--- config.mk ---
export PLATFORM = sky130hd
export DESIGN_NAME = stream_fanout_fork
export DESIGN_NICKNAME = d
export VERILOG_FILES = /design/src/rtl/stream_fanout_fork.sv
export SDC_FILE = /design/constraint.sdc
export NUM_CORES = 1
export LEC_CHECK = 0
export ABC_AREA = 0
export CORE_AREA = 8 8 93 95
export DETAILED_ROUTE_END_ITERATION = 6
export DIE_AREA = 0 0 101 103
export PLACE_DENSITY = 0.87
export RECOVER_POWER = 25
export SLEW_MARGIN = 15
export SYNTH_ARGS = -nofsm -noshare
export SYNTH_HDL_FRONTEND = slang
export SYNTH_SLANG_ARGS = --single-unit
--- constraint.sdc ---
create_clock -name clk -period 6.11 [get_ports clk]
set_input_delay 0.611 -clock clk [delete_from_list [all_inputs] [get_ports clk]]
set_output_delay 0.611 -clock clk [all_outputs]
set_load 0.05 [all_outputs]
--- src/rtl/stream_fanout_fork.sv ---
// Single-entry fork: holds one token and broadcasts it to every selected, enabled consumer.
// Optional STREAM_FANOUT_FORK_TOKEN_COUNT_EN adds a saturating completed-token counter (tok_count).
module stream_fanout_fork #(
   parameter int unsigned NUM_OUT    = 9,
   parameter int unsigned DATA_WIDTH = 17
) (
   input  logic                          clk,
   input  logic                          rst_n,
   input  logic                          clk_en,
   input  logic                          flush,
   input  logic [DATA_WIDTH-1:0]         in_data,
   input  logic                          in_valid,
   output logic                          in_ready,
   input  logic [NUM_OUT-1:0]            out_en,
   input  logic [NUM_OUT-1:0]            out_sel,
   output logic [NUM_OUT*DATA_WIDTH-1:0] out_data,
   output logic [NUM_OUT-1:0]            out_valid,
   input  logic [NUM_OUT-1:0]            out_ready
`ifdef STREAM_FANOUT_FORK_TOKEN_COUNT_EN
   ,output logic [15:0]                  tok_count
`endif
);

   localparam logic [0:0] EMPTY = 1'b0;
   localparam logic [0:0] HOLD  = 1'b1;

   logic [0:0]            state_q;
   logic [DATA_WIDTH-1:0] data_q;
   logic [NUM_OUT-1:0]    sel_q;
   logic [NUM_OUT-1:0]    taken_q;
   logic [NUM_OUT-1:0]    eff;
   logic [NUM_OUT-1:0]    done;
   logic                  full;
   logic                  all_done;
   logic                  accept;
   logic                  complete;

   // Outputs are masked by rst_n so a token held when reset asserts is never offered.
   always_comb begin
      full      = (state_q == HOLD);
      eff       = out_en & sel_q;
      done      = ~eff | taken_q | out_ready;
      all_done  = &done;
      out_valid = rst_n ? ({NUM_OUT{full}} & eff & ~taken_q) : '0;
      in_ready  = ~rst_n | ~full | all_done;
      accept    = in_valid & in_ready & clk_en;
      complete  = full & all_done & clk_en;
   end

   assign out_data = {NUM_OUT{data_q}};

   always_ff @(posedge clk) begin
      if (!rst_n) begin
         state_q <= EMPTY;
         sel_q   <= '0;
         taken_q <= '0;
      end else if (clk_en) begin
         if (flush) begin
            state_q <= EMPTY;
            sel_q   <= '0;
            taken_q <= '0;
         end else if (accept) begin
            state_q <= HOLD;
            data_q  <= in_data;
            sel_q   <= out_sel;
            taken_q <= '0;
         end else if (complete) begin
            state_q <= EMPTY;
            taken_q <= '0;
         end else begin
            taken_q <= taken_q | (out_valid & out_ready);
         end
      end
   end

`ifdef STREAM_FANOUT_FORK_TOKEN_COUNT_EN
   logic [15:0] cnt_q;

   always_ff @(posedge clk) begin
      if (!rst_n) begin
         cnt_q <= '0;
      end else if (clk_en) begin
         if (flush) begin
            cnt_q <= '0;
         end else if (complete && (cnt_q != '1)) begin
            cnt_q <= cnt_q + 16'd1;
         end
      end
   end

   assign tok_count = cnt_q;
`endif

endmodule

==> key figures <==
Synthesis
  • Count leader, synth: buf_4
  • Post-synth ARST share: 0
  • Post-synth top cells: buf_4, dfxtp_1, edfxtp_1
  • Register area share after synthesis: 0.361
  • Prevailing post-synth register cell: dfxtp_1
  • Net count after synthesis: 300
  • Mapped Area: 2470 um2
  • Syn_area_per_cell: 9.84 um2
  • Synth warn: 0
  • Synth area leaders: buf_4, edfxtp_1, dfxtp_1
  • Synth Register Bits: 36
  • Post-synth top area share: 0.414
  • Synth cell types: 31
  • Post-synth EDFFs: 17
  • Synth area leader: buf_4
  • Post-Syn Instances: 251

Clocking
  • TritonCTS Buffers: 5
  • Max Root-Sink Buffers: 2
  • Htree depth: 2
  • Clock sinks: 36
  • Register clock-pin slew on the reported worst setup and hold paths: 0.08 ns
  • Insertion delay to the later sink of the worst-skew pair: 0.29 ns
  • Post-CTS setup buffers: 0
  • Cts hold-fix bufs: 0
  • Resized cells post-CTS: 0
  • CTS Root Cell: clkbuf_8
  • CTS tree: done

Layout
  • Share of post-route cells with drive strength above 1: 0.0424
  • Synth-to-Final Area Change: 52.2%
  • Ant diodes: 0
  • Nets: 378
  • Fin area: 3760 um2

Setup path
  • CP Class: in2out
  • Critical Path RT: 5.50 ns
  • Setup crit start kind: input port
  • Worst Setup End Kind: primary output
  • CP Cell Sequence: dlygate4sd3_1, nand2_1, or3_1, o2111a_1, a21o_1, clkdlybuf4s50_1
  • Worst R2R Setup Slack: 3.68 ns
  • CP Max Fanout: 12
  • Arrival time at the worst endpoint: 2.95 ns
  • Slowest stage cell, crit path: clkdlybuf4s50_1
  • Worst path bufs/invs: 2
  • Critical Path Max Stage Delay: 0.89 ns
  • CP top delay family: buffers and inverters

Power and ir drop
  • Internal: 437 uW
  • Leakage: 1.32 nW
  • Design Power: 674 uW
  • Psw: 236 uW
  • Clock power frac: 0.291
  • Worst VDD drop: 116 uV
  • Reg power frac: 0.396
  • Combinational share of power: 0.313
  • Sw frac: 0.351
  • P per Cell Area: 179 nW/um2

Timing
  • F_max: 281 MHz
  • Period Utilization, post-route: 0.582
  • Slew headroom: 0.430
  • Final critical-path required period: 3.56 ns
  • Slew Viols, Final: 0
  • Worst clock skew: 0.00720 ns
  • Worst-margin pin slew: 0.856 ns
  • RSZ-0062 raised after global routing: no
  • Hold slack: 0.468 ns
  • Post-route setup TNS: 0 ns
  • Final Hold Viols: 0
  • Setup Viol. Count Final: 0

Detailed routing
  • Via count: 1902
  • Pre-antenna DRT Iters: 4
  • Number of remaining DRC errors: 0
  • WL final: 7.77 mm
  • Final ANT Viol Nets: 0
  • Initial DRC count: 28
  • Wirelength per Cell: 18.1 um
  • Vias per cell: 4.43

Placement
  • Placer congestion estimate: 0.883
  • Port Buffers: 211
  • Post-DP HPWL: 6.52 mm
  • Dpl cell area: 3660 um2

Global routing
  • Number of global-route vias before repair: 1907
  • Tot GR Track Use: 0.134
  • Total gr overflow: 0
  • Initial antenna violation count: 0
  • Largest net degree at the start of global routing: 18
  • Global-route wire length before repair: 10.8 mm

Die
  • Initial Util: 0.346
  • Die width: 101 um
  • Num ports: 212
  • Core ar.: 7140 um2
  • Die height: 103 um
  • Rows: 31
  • Die footprint: 10400 um2

Run status
  • Status: finished, final reports clean

Job
  • MaxCap Viol Count: 0

Worst hold path
  • HP Class: reg2reg
## path summary, 6_finish.rpt
check,from,cells after the start,end
setup / recovery,out_en[8],6,in_ready
hold / removal,sel_q[5],1,sel_q[5]
setup reg to reg,taken_q[7],5,data_q[0]
hold reg to reg,sel_q[5],1,sel_q[5]
## layout make-up
| type | count | area (um2) |
|---|---|---|
| fillers | 627 | 3380 |
| repair buffers | 211 | 2110 |
| flip-flops and latches | 36 | 891 |
| multi-input cells | 74 | 522 |
| well taps | 99 | 124 |
| clock buffers | 6 | 93.8 |
| clock inverters | 2 | 11.3 |
| inverters | 1 | 3.75 |
## flip-flops by register name, summed over array words and instances, names as in the netlist
name     flops
data_q      17
taken_q      9
sel_q        9
full         1
## logic make-up after synthesis
family / synth area share
compound gates: 0.112
buf+inv: 0.424
flops: 0.361
simple gates: 0.103
## per-layer routing
layer  up-vias  wire length [um]  track usage  share of wire
met3         8               855       0.0466           0.11
met4         0                52       0.0309         0.0067
met1       876              2710        0.128           0.35
met5         -                 0            0              0
met2       124              4150        0.265           0.53
li1        894                 -            -              -
## placed cells by master, fill, tap and decap left out
cell / count
a41oi_2: 1
dlygate4sd3_1: 37
nor4_1: 2
clkdlybuf4s50_1: 174
o32a_1: 2
clkinv_2: 1
clkbuf_8: 5
nand3_1: 8
o2111ai_1: 1
dfxtp_1: 19
o2111a_1: 1
o21ai_2: 1
nand2b_1: 2
o2bb2ai_1: 5
clkbuf_16: 1
inv_1: 1
a22o_1: 2
edfxtp_1: 17
a41oi_1: 1
nor3_1: 6
inv_4: 1
a31oi_1: 1
nor2_1: 8
and4bb_2: 3
nor3_4: 1
nand3b_1: 3
o21ai_0: 2
a2bb2o_1: 1
nand2_1: 9
and2_1: 1
or3_1: 1
a311oi_1: 1
a21o_1: 1
a32o_1: 9
nor2b_1: 1
## stage by stage
step / util / cells / worst slack, ns
final: 0.526 / 429 / 2.55
after detailed placement: 0.513 / 421 / 2.58
after CTS: 0.528 / 429 / 2.57
after global placement: 0.513 / 421 / 2.63
after floorplan: - / 251 / 3.54
after global routing: 0.526 / 429 / 2.48
## power groups by stage
stage                     sequential (mW)  combinational, mW  clock [mW]
final                               0.267              0.211       0.196
after global routing                0.268              0.217       0.215
after CTS                           0.267              0.216       0.203
after detailed placement            0.273              0.216           0
after global placement              0.272              0.214           0
after floorplan                     0.283              0.145           0
Power figures use the tool's default switching activity.
==> edit 1 (same flow settings) <==
`DATA_WIDTH`: 17 -> 15.
--- a/src/rtl/stream_fanout_fork.sv
+++ b/src/rtl/stream_fanout_fork.sv
@@ -2,7 +2,7 @@
 // Optional STREAM_FANOUT_FORK_TOKEN_COUNT_EN adds a saturating completed-token counter (tok_count).
 module stream_fanout_fork #(
    parameter int unsigned NUM_OUT    = 9,
-   parameter int unsigned DATA_WIDTH = 17
+   parameter int unsigned DATA_WIDTH = 15
 ) (
    input  logic                          clk,
    input  logic                          rst_n,
Ports: changed (resized in_data and out_data); port bits go from 212 to 192. The function was not compared with the original's and may differ.
==> edit 1 against the original RTL <==
Area after synthesis fell by 6.7%. Setup slack got worse by 0.18 ns. Sequential share of layout area is essentially flat. Die area unchanged. Sequential cell count down 2. Sequential power shrank 6%. Highest routed layer unchanged. Maximum frequency shrank 4.9%. Cell area down 6.8%. Wire length fell by 8.9%. Combinational power decreased by 9.5%. Total power down 9.4%.
==> edit 1: results (changes against the original RTL) <==
metric	value	unit	change
drc_errors	0		unchanged
synth_area_per_cell	9.67	um^2	was 9.84 um^2
yosysSeqAreaShare	36.1	%	about the same
synthAdderAreaFrac	0	%	unchanged
synthDistinctLibCells	31		unchanged
rr_worst_depth	4		was 5
slowest_stage	clkdlybuf4s50_1		unchanged
critPathArrivalTime	3.13	ns	was 2.95 ns
synthArstFlopShare	0	%	unchanged
p_switching	0.000208	W	was 0.000236 W
yosysWarnings	0		unchanged
p_leak	1.24	nW	was 1.32 nW
drt-initial-drc-count	80		was 28
yosys-top-cells-count	buf_4, dfxtp_1, edfxtp_1		unchanged
grt_pass1_wl	9950	um	was 10800 um
hpwl	5960	um	was 6520 um
r2r_start	taken_q[0]$_SDFFE_PN0P_		was taken_q[7]$_SDFFE_PN0P_
antenna_cells	0		unchanged
cts_root_buf	clkbuf_8		unchanged
placed_cell_area	0.00341	mm^2	was 0.00366 mm^2
hp-class	reg2reg		unchanged
clock_path_buffers	2		unchanged
cpPeakStageDelay	0.81	ns	was 0.89 ns
vias	1782		was 1902
ir_worst_vdd	76.5	uV	was 116 uV
synth-compound-area-share	10.9	%	was 11.2%
cts_made_buffers	5		unchanged
worstHoldStart	taken_q[4]$_SDFFE_PN0P_		was sel_q[5]$_SDFFE_PN0P_
synth-edff-count	15		was 17
crit_fanout	12		unchanged
r2r_slack	3.72	ns	was 3.68 ns
grt_max_degree	25		was 18
syn_nets	285		was 300
ys_top_cells_by_area	buf_4, edfxtp_1, dfxtp_1, a22o_1, o21a_1		was buf_4, edfxtp_1, dfxtp_1, a32o_1, o2bb2ai_1
nets	359		was 378
drive_gt1_share	3.51	%	was 4.24%
cts_setup_buffers	0		unchanged
synthMuxAreaShare	0	%	unchanged
whs	0.459	ns	was 0.468 ns
gp_congestion	0.841		was 0.883
clk_pin_slew	0.07	ns	
gr-usage-all-layers	12.3	%	was 13.4%
wirelength	7080	um	was 7770 um
holdPathEnd	taken_q[4]$_SDFFE_PN0P_		was sel_q[5]$_SDFFE_PN0P_
critPathLaunch	out_ready[0]		was out_en[8]
final.period_utilization	61.2	%	was 58.2%
final_cells	412		was 429
pre_cts_ws	2.36	ns	was 2.58 ns
status	finished clean		unchanged
clk-insertion-delay-late	0.28	ns	
finClkSkew	0.00773	ns	was 0.00720 ns
reg.largest.list	data_q (15), sel_q (9), taken_q (9)		was data_q (17), sel_q (9), taken_q (9)
io_buffers	191		was 211
dp.cells	404		was 421
slew_headroom	55.9	%	was 43.0%
-- edit 1: cell count changes in the layout (fill, tap and decap cells not counted), moves of 3 or more --
cell             change
nor2_1               -6
dlygate4sd3_1       +11
clkdlybuf4s50_1     -31
a21oi_1              +4
a32o_1               -9
o2bb2ai_1            -5
and4bb_2             -3
a22o_1               +7
o21a_1               +9
nor3_1               +6
and4bb_1             +3
-- edit 1: layout make-up --
| class | instances | area, um^2 |
|---|---|---|
| fill | 667 | 3630 |
| timing repair buffer | 191 | 1910 |
| sequential | 34 | 831 |
| multi-input combinational | 80 | 544 |
| tap | 99 | 124 |
| clock buffer | 7 | 86.3 |
| clock inverter | 1 | 5.00 |
-- edit 1: worst max-delay path: cells and delay by family --
kind                   cells  cell delay, ns
AND/OR/NAND/NOR            4            1.24
buffers and inverters      2            1.28
-- edit 1: cells by family (layout without fill, tap and decap cells) --
kind of cell,Yosys count,count (layout)
buffers and inverters,124,199
AND/OR/NAND/NOR,49,49
flip-flops,34,34
AO/OA/AOI/OAI,31,31
-- edit 1: per-layer routing --
metal	up-vias	GRT usage, %	share of wire, %
li1	845	-	-
met1	815	11.7	33
met2	120	23.6	53
met3	2	5.47	13
met4	0	2.75	0.20
met5	-	0	0
-- edit 1: stage by stage --
step	util [%]	power [W]
CTS	49.1	0.000624
global route	49.1	0.000638
floorplan	-	0.000396
finish	49.1	0.000610
global placement	47.8	0.000450
detailed placement	47.8	0.000453
-- edit 1: power groups by stage --
| stage | clock (W) | combinational [W] | sequential, W |
|---|---|---|---|
| floorplan | 0 | 0.000131 | 0.000265 |
| global placement | 0 | 0.000195 | 0.000256 |
| finish | 0.000169 | 0.000191 | 0.000251 |
| CTS | 0.000176 | 0.000197 | 0.000251 |
| global route | 0.000188 | 0.000197 | 0.000252 |
| detailed placement | 0 | 0.000196 | 0.000256 |
==> edit 2 (config.mk and constraints unchanged) <==
Made on the original files. The localparam `HOLD` goes from 1'b1 to 1'b0.
--- a/src/rtl/stream_fanout_fork.sv
+++ b/src/rtl/stream_fanout_fork.sv
@@ -22,7 +22,7 @@
 );
 
    localparam logic [0:0] EMPTY = 1'b0;
-   localparam logic [0:0] HOLD  = 1'b1;
+   localparam logic [0:0] HOLD  = 1'b0;
 
    logic [0:0]            state_q;
    logic [DATA_WIDTH-1:0] data_q;
Check against the original RTL: not equivalent (a bounded check fails within 4 cycles, from zero or initial values and one cycle with rst_n low).
==> edit 2 against the original RTL <==
Clock power decreased by 4%. Total power decreased by 12%. Area after synthesis decreased by 3.6%. Wire length decreased by 3.3%. Sequential cell count decreased by 1. Cell area decreased by 2.3%. Synthesized cell count decreased by 4.8%. Setup slack improved by 0.28 ns. Sequential power decreased by 4%. Non-clock buffer count unchanged. Critical endpoint unchanged. Largest cell class unchanged.
==> edit 2: results (changes against the original RTL) <==
metric	value	unit	change
worstHoldStart	sel_q[7]$_SDFFE_PN0P_		was sel_q[5]$_SDFFE_PN0P_
p_comb	0.000150	W	was 0.000211 W
critPathLaunch	out_ready[8]		was out_en[8]
dp.cells	410		was 421
pre_cts_ws	2.90	ns	was 2.58 ns
syn_nets	288		was 300
seqCellArea	871	um^2	was 891 um^2
crit_fanout	3		was 12
hpwl	6180	um	was 6520 um
p_leak	1.45	nW	was 1.32 nW
seqAreaFraction	23.7	%	about the same
yosysSeqAreaShare	36.6	%	was 36.1%
nFillCells	648		was 627
reg2reg_to	data_q[7]$_DFFE_PP_		was data_q[0]$_DFFE_PP_
nMultiInputCombCells	64		was 74
finClkSkew	0.00596	ns	was 0.00720 ns
wl_met3	944	um	was 855 um
status	finished clean		unchanged
rr_worst_depth	3		was 5
p_switching	0.000184	W	was 0.000236 W
gp_congestion	0.710		was 0.883
multi_input_area_share	12.4	%	was 13.9%
yosys-top-cells-count	buf_4, dfxtp_1, edfxtp_1		unchanged
gr-usage-all-layers	13.1	%	was 13.4%
grt_pass1_wl	10600	um	was 10800 um
ys_top_cells_by_area	buf_4, edfxtp_1, dfxtp_1, a41o_1, a22o_1		was buf_4, edfxtp_1, dfxtp_1, a32o_1, o2bb2ai_1
edit 2: cell count changes in the layout (fill, tap and decap cells not counted), moves of 5 or more:
cell and delta:
a22o_1 +7, a41o_1 +10, dlygate4sd3_1 -18, clkdlybuf4s50_1 +18
o2bb2ai_1 -5, nand3_1 -7, and3_1 +10, a32o_1 -9
edit 2: kinds of logic (layout without fill, tap and decap cells):
kind of cell	after synthesis	after routing	synth area share [%]
AOI/OAI and AO/OA	24	24	9.36
buffers and inverters	140	220	43.8
DFF	35	35	36.6
and+or+nand+nor	40	40	10.2
edit 2: metrics by stage:
step | power, W | hold WS, ns
6_report | 0.000596 | 0.515
5_1_grt | 0.000622 | 0.541
4_1_cts | 0.000609 | 0.514
3_5_place_dp | 0.000415 | 0.486
3_3_place_gp | 0.000413 | 0.482
2_1_floorplan | 0.000362 | 0.464
